==> config.mk <==
export PLATFORM = sky130hd
export DESIGN_NAME = pll_lock_rst_seq
export DESIGN_NICKNAME = d
export VERILOG_FILES = /design/src/rtl/pll_lock_rst_seq.sv
export SDC_FILE = /design/constraint.sdc
export NUM_CORES = 1
export LEC_CHECK = 0
export ABC_AREA = 1
export CELL_PAD_IN_SITES_DETAIL_PLACEMENT = 0
export CELL_PAD_IN_SITES_GLOBAL_PLACEMENT = 2
export CORE_MARGIN = 2
export CORE_UTILIZATION = 32
export CTS_CLUSTER_DIAMETER = 80
export CTS_CLUSTER_SIZE = 25
export DETAILED_ROUTE_END_ITERATION = 8
export GPL_TIMING_DRIVEN = 0
export PLACE_DENSITY = 0.83
export REMOVE_ABC_BUFFERS = 1
export SYNTH_ARGS = -nofsm -noshare
export SYNTH_HDL_FRONTEND = slang
export SYNTH_SLANG_ARGS = --single-unit
==> constraint.sdc <==
create_clock -name clk -period 4.1 [get_ports clk]
set_clock_uncertainty 0.2 [all_clocks]
set_input_delay 0.82 -clock clk [delete_from_list [all_inputs] [get_ports clk]]
set_output_delay 0.82 -clock clk [all_outputs]
set_load 0.02 [all_outputs]
==> src/rtl/pll_lock_rst_seq.sv <==
// Debounces the asynchronous PLL lock and sequences the two PLL-domain resets, then ready.
// Optional PLL reset-on-timeout logic is built only when PLL_LOCK_TIMEOUT_EN is defined.
`timescale 1ns/1ps
module pll_lock_rst_seq #(
  parameter int SYNC_STAGES    = 2,
  parameter int STABLE_CYCLES  = 1024,
  parameter int GAP_CYCLES     = 16,
  parameter int LOSS_CNT_W     = 8,
  parameter int TIMEOUT_CYCLES = 250000,
  parameter int PLL_RST_CYCLES = 8
) (
  input  logic                  clk,
  input  logic                  rst,
  input  logic                  pll_lock_async,
  input  logic                  clr_sticky,
  output logic                  rst_out0,
  output logic                  rst_out1,
  output logic                  ready,
  output logic                  lock_lost_sticky,
  output logic [LOSS_CNT_W-1:0] loss_count,
  output logic [2:0]            seq_state,
  output logic                  pll_rst_req
);

  typedef enum logic [2:0] {
    IDLE      = 3'd0,
    WAIT_LOCK = 3'd1,
    STABLE    = 3'd2,
    REL0      = 3'd3,
    REL1      = 3'd4,
    RUN       = 3'd5
  } state_t;

  localparam int MAXC  = (STABLE_CYCLES > GAP_CYCLES) ? STABLE_CYCLES : GAP_CYCLES;
  localparam int CNT_W = (MAXC > 1) ? $clog2(MAXC) : 1;
  localparam logic [CNT_W-1:0] STABLE_LAST = CNT_W'(STABLE_CYCLES - 1);
  localparam logic [CNT_W-1:0] GAP_LAST    = CNT_W'(GAP_CYCLES - 1);

  state_t                  state, nxt;
  logic [CNT_W-1:0]        cnt, cnt_nxt;
  logic [SYNC_STAGES-1:0]  sync_q;
  logic                    lock_s;
  logic                    loss;
  logic                    force_wait;
  logic                    rst0_nxt, rst1_nxt, ready_nxt, sticky_nxt;
  logic [LOSS_CNT_W-1:0]   loss_cnt_nxt;

  assign lock_s    = sync_q[SYNC_STAGES-1];
  assign seq_state = state;

  always_ff @(posedge clk) begin
    if (rst) begin
      sync_q           <= '0;
      state            <= IDLE;
      cnt              <= '0;
      rst_out0         <= 1'b1;
      rst_out1         <= 1'b1;
      ready            <= 1'b0;
      lock_lost_sticky <= 1'b0;
      loss_count       <= '0;
    end else begin
      sync_q           <= {sync_q[SYNC_STAGES-2:0], pll_lock_async};
      state            <= nxt;
      cnt              <= cnt_nxt;
      rst_out0         <= rst0_nxt;
      rst_out1         <= rst1_nxt;
      ready            <= ready_nxt;
      lock_lost_sticky <= sticky_nxt;
      loss_count       <= loss_cnt_nxt;
    end
  end

  always_comb begin
    nxt     = state;
    cnt_nxt = cnt;
    loss    = 1'b0;
    case (state)
      IDLE: begin
        nxt     = WAIT_LOCK;
        cnt_nxt = '0;
      end
      WAIT_LOCK: begin
        if (lock_s) begin
          nxt     = STABLE;
          cnt_nxt = '0;
        end
      end
      STABLE: begin
        if (!lock_s) begin
          nxt     = WAIT_LOCK;
          cnt_nxt = '0;
        end else if (cnt == STABLE_LAST) begin
          nxt     = REL0;
          cnt_nxt = '0;
        end else begin
          cnt_nxt = cnt + 1'b1;
        end
      end
      REL0: begin
        if (!lock_s) begin
          loss = 1'b1;
        end else if (cnt == GAP_LAST) begin
          nxt     = REL1;
          cnt_nxt = '0;
        end else begin
          cnt_nxt = cnt + 1'b1;
        end
      end
      REL1: begin
        if (!lock_s) begin
          loss = 1'b1;
        end else if (cnt == GAP_LAST) begin
          nxt     = RUN;
          cnt_nxt = '0;
        end else begin
          cnt_nxt = cnt + 1'b1;
        end
      end
      RUN: begin
        if (!lock_s) loss = 1'b1;
      end
      default: begin
        nxt     = IDLE;
        cnt_nxt = '0;
      end
    endcase

    if (loss) begin
      nxt     = WAIT_LOCK;
      cnt_nxt = '0;
    end
    // A timeout (or an in-flight PLL reset pulse) overrides whatever lock_s says.
    if (force_wait) begin
      nxt     = WAIT_LOCK;
      cnt_nxt = '0;
    end

    // Outputs are registered from the state being entered so they align with seq_state.
    rst0_nxt  = !((nxt == REL0) || (nxt == REL1) || (nxt == RUN));
    rst1_nxt  = !((nxt == REL1) || (nxt == RUN));
    ready_nxt = (nxt == RUN);

    sticky_nxt = lock_lost_sticky;
    if (clr_sticky) sticky_nxt = 1'b0;
    if (loss)       sticky_nxt = 1'b1;

    loss_cnt_nxt = loss_count;
    if (loss && (loss_count != {LOSS_CNT_W{1'b1}})) loss_cnt_nxt = loss_count + 1'b1;
  end

`ifdef PLL_LOCK_TIMEOUT_EN
  localparam int TMO_W = (TIMEOUT_CYCLES > 1) ? $clog2(TIMEOUT_CYCLES) : 1;
  localparam int PUL_W = (PLL_RST_CYCLES > 1) ? $clog2(PLL_RST_CYCLES) : 1;
  localparam logic [TMO_W-1:0] TMO_LAST = TMO_W'(TIMEOUT_CYCLES - 1);
  localparam logic [PUL_W-1:0] PUL_LAST = PUL_W'(PLL_RST_CYCLES - 1);

  logic [TMO_W-1:0] tmo_cnt;
  logic [PUL_W-1:0] pul_cnt;
  logic             req_q;
  logic             tmo_run;
  logic             tmo_fire;

  assign tmo_run     = (state == WAIT_LOCK) || (state == STABLE);
  assign tmo_fire    = !req_q && tmo_run && (tmo_cnt == TMO_LAST);
  assign force_wait  = req_q || tmo_fire;
  assign pll_rst_req = req_q;

  always_ff @(posedge clk) begin
    if (rst) begin
      tmo_cnt <= '0;
      pul_cnt <= '0;
      req_q   <= 1'b0;
    end else if (req_q) begin
      tmo_cnt <= '0;
      if (pul_cnt == PUL_LAST) begin
        req_q   <= 1'b0;
        pul_cnt <= '0;
      end else begin
        pul_cnt <= pul_cnt + 1'b1;
      end
    end else if (tmo_fire) begin
      req_q   <= 1'b1;
      pul_cnt <= '0;
      tmo_cnt <= '0;
    end else if (tmo_run && (nxt != REL0)) begin
      tmo_cnt <= tmo_cnt + 1'b1;
    end else begin
      tmo_cnt <= '0;
    end
  end
`else
  assign force_wait  = 1'b0;
  assign pll_rst_req = 1'b0;
`endif

endmodule

==> metrics <==
number of vias per cell=4.65; combined area of the multi-input logic cells=721 um^2; delay-heaviest family, CP=buffers and inverters; total leakage power=0.638 nW; post-route worst hold slack=0.211 ns; type of origin of the critical path=register; Floorplan Core Area=0.00406 mm^2; largest net degree at the start of global routing=15; TritonRoute pass-1 iters=4; all-layer global routing usage=0.122; die extent in x=just under 70 um; cell type with the largest total area after synthesis=sky130_fd_sc_hd__dfxtp_1; Worst EP required=3.08 ns; result of the run=finished, final reports clean; sum of negative setup slack=0 ns; proportion of netlist area held by the largest area contributor=0.395; total power consumption of the routed design=0.456 mW; storage element area=541 um^2; register clock-pin slew on the reported worst setup and hold paths=around 0.090 ns; clock tree from TritonCTS=yes; data arrival at the endpoint of the critical path=between 1 and 1.5 ns; minimum clock period after layout=2.42 ns; drt first-iter violations=45; number of antenna repair diodes=0; number of buffers created by CTS=3; Worst VDD drop=0.000144 V; Fill cells=433; hold violation total from the final report=0; most area-consuming cells after synthesis=sky130_fd_sc_hd__dfxtp_1 (39%), sky130_fd_sc_hd__nand2_1 (9.9%), sky130_fd_sc_hd__nor2_1 (8.5%); peak clock frequency supported by timing=414 MHz; layout-stage area growth over the synthesis result=19.8%; flops & latches, synth=27; root buf cell=sky130_fd_sc_hd__clkbuf_8; post-synthesis sequential area ratio=0.395; Synthesis Warnings=0; post-CTS setup buffers=0; routability cong.=roughly 0.77; primary flip-flop cell chosen by synthesis mapping=sky130_fd_sc_hd__dfxtp_1; utilization after layout=0.405; async set or reset register ratio after synthesis=0; number of global-route vias before repair=1142; first-pass GRT wire length=around 5000 um; Max H-tree Level=1; number of rows in the core area=23; most common cell after layout, fill and taps aside=sky130_fd_sc_hd__nand2_1; antenna violations before repair=0; Sinks on Clock Net=27; overflow left after global routing=0; cell with the largest stage delay on the worst path=sky130_fd_sc_hd__clkdlybuf4s50_1; net count of the finished layout=214; nature of the critical path endpoint=primary output; setup violation total in the final timing report=0; Pint=0.348 mW; slack of the worst reg-to-reg path=between 2 and 2.5 ns; Min-Delay Path Class=reg -> reg; insertion delay to the later sink of the worst-skew pair=0.27 ns; antenna-violating nets left=0; drt drc=0; per-instance average area after synthesis=roughly 7.3 um^2; post_cts resized=0; floorplan die height=about 70 um; most frequent cells in the layout=sky130_fd_sc_hd__nand2_1 (36), sky130_fd_sc_hd__nor2_1 (31), sky130_fd_sc_hd__dfxtp_1 (27), sky130_fd_sc_hd__clkdlybuf4s50_1 (18), sky130_fd_sc_hd__inv_1 (17); Port Buffer Count=18; worst-path cell chain=clkdlybuf4s50_1; placed cell count=253; proportion of power drawn by the clock network=0.330; Cell Pwr Density=between 200 and 300 mW/mm^2; fraction of layout cells with a size suffix above 1=0.130; total length of routed wires=between 2000 and 3000 um; post-synthesis instance total=188; power spent charging and discharging nets=0.107 mW; number of top-level pins=20; wire length per cell after detailed routing=11.0 um; mapped cell area=between 0.001 and 0.0015 mm^2; crit-path max FO=7; detailed placer's ending HPWL=2190 um; count of non-filler cells in the finished layout=257; count of distinct cell types in the synthesized netlist=31; switching portion of total power=0.235; critical path's largest stage delay=~0.65 ns; max-cap viol count=0; number of buffers and inverters on the critical path=1; proportion of power drawn by flip-flops and latches=0.592; total via count in the routed design=1194; unrepaired setup endpoints after global routing=no; cts-stage hold buffer count=0; EDFF count, synth=0; DIE AREA=0.00482 mm^2; starting utilization of the core area=0.338; Period Utilization, post-route=0.589; Crit Path Class=reg -> out; maximum count of clock buffers along a single path=2; max-slew violations=0; combinational power share=0.078
## metrics by stage
stage | setup WS (ns) | area [um^2]
after CTS | 1.68 | 1640
after global placement | 1.75 | 1600
after detailed placement | 1.72 | 1600
after floorplan | 2.43 | 1350
final | 1.68 | 1640
after global routing | 1.63 | 1640
## registers in the layout, indices dropped and copies added, names as in the netlist
name / count
lock_lost_sticky: 1
rst_out1: 1
rst_out0: 1
loss_count: 8
cnt: 10
seq_state: 3
sync_q: 2
ready: 1
## power by group through the flow
stage	Sequential, mW	Clock (mW)	Combinational, mW
finish	0.270	0.150	0.0356
CTS	0.269	0.155	0.0362
floorplan	0.277	0	0.0222
global placement	0.275	0	0.0360
global route	0.270	0.165	0.0398
detailed placement	0.276	0	0.0362
## synthesized netlist by cell type (2+ instances only)
library cell              number
sky130_fd_sc_hd__a31oi_1       3
sky130_fd_sc_hd__nor2_1       31
sky130_fd_sc_hd__o21ai_2       2
sky130_fd_sc_hd__ha_1          2
sky130_fd_sc_hd__nand4_1       3
sky130_fd_sc_hd__inv_2         5
sky130_fd_sc_hd__nand3_1      13
sky130_fd_sc_hd__nand2_4       2
sky130_fd_sc_hd__inv_1        17
sky130_fd_sc_hd__nor3_2        3
sky130_fd_sc_hd__xor2_1        4
sky130_fd_sc_hd__a21oi_1       8
sky130_fd_sc_hd__nand2_2       2
sky130_fd_sc_hd__dfxtp_1      27
sky130_fd_sc_hd__o21ai_1       9
sky130_fd_sc_hd__nor3_1        2
sky130_fd_sc_hd__xnor2_1       3
sky130_fd_sc_hd__nor2_2        3
sky130_fd_sc_hd__nand3_2       2
sky130_fd_sc_hd__nand2_1      36
## path summary, 6_finish.rpt
| check | depth (start not counted) | to | start |
|---|---|---|---|
| max | 1 | seq_state[0] | seq_state[0]$_SDFF_PP0_ |
| min | 2 | sync_q[1]$_SDFF_PP0_ | sync_q[0]$_SDFF_PP0_ |
| max reg2reg | 8 | cnt[9]$_SDFFE_PP0P_ | cnt[0]$_SDFFE_PP0P_ |
| min reg2reg | 2 | sync_q[1]$_SDFF_PP0_ | sync_q[0]$_SDFF_PP0_ |
## worst register-to-register path, delay by kind of cell, from the launching register on
kind	cells	cell delay [ns]
adders and majority gates	1	0.18
and+or+nand+nor	6	0.78
DFF	1	0.39
AOI/OAI and AO/OA	1	0.24
## kinds of logic (layout without fill, tap and decap cells)
logic type / Yosys count / in the layout / share of synthesized area
adders and majority gates: 2 / 2 / 0.0183
and+or+nand+nor: 99 / 99 / 0.348
buffers and inverters: 27 / 46 / 0.0794
AOI/OAI and AO/OA: 25 / 25 / 0.112
other: 1 / 1 / 0.00274
xor gates and xnor gates: 7 / 7 / 0.0447
DFF: 27 / 27 / 0.395
## layer usage
layer  routed length [um]  GRT usage
met1                 1430      0.164
met2                 1310      0.204
met3                   56     0.0189
met4                   20     0.0327
met5                    0          0
## final cells by class
type                       instances  share of cell area
tap                               50              0.0381
sequential                        27               0.329
multi-input combinational        134               0.439
inverter                          24              0.0564
clock buffer                       4              0.0274
timing repair buffer              18               0.110
Note: power is estimated with default switching activity, not from simulation.
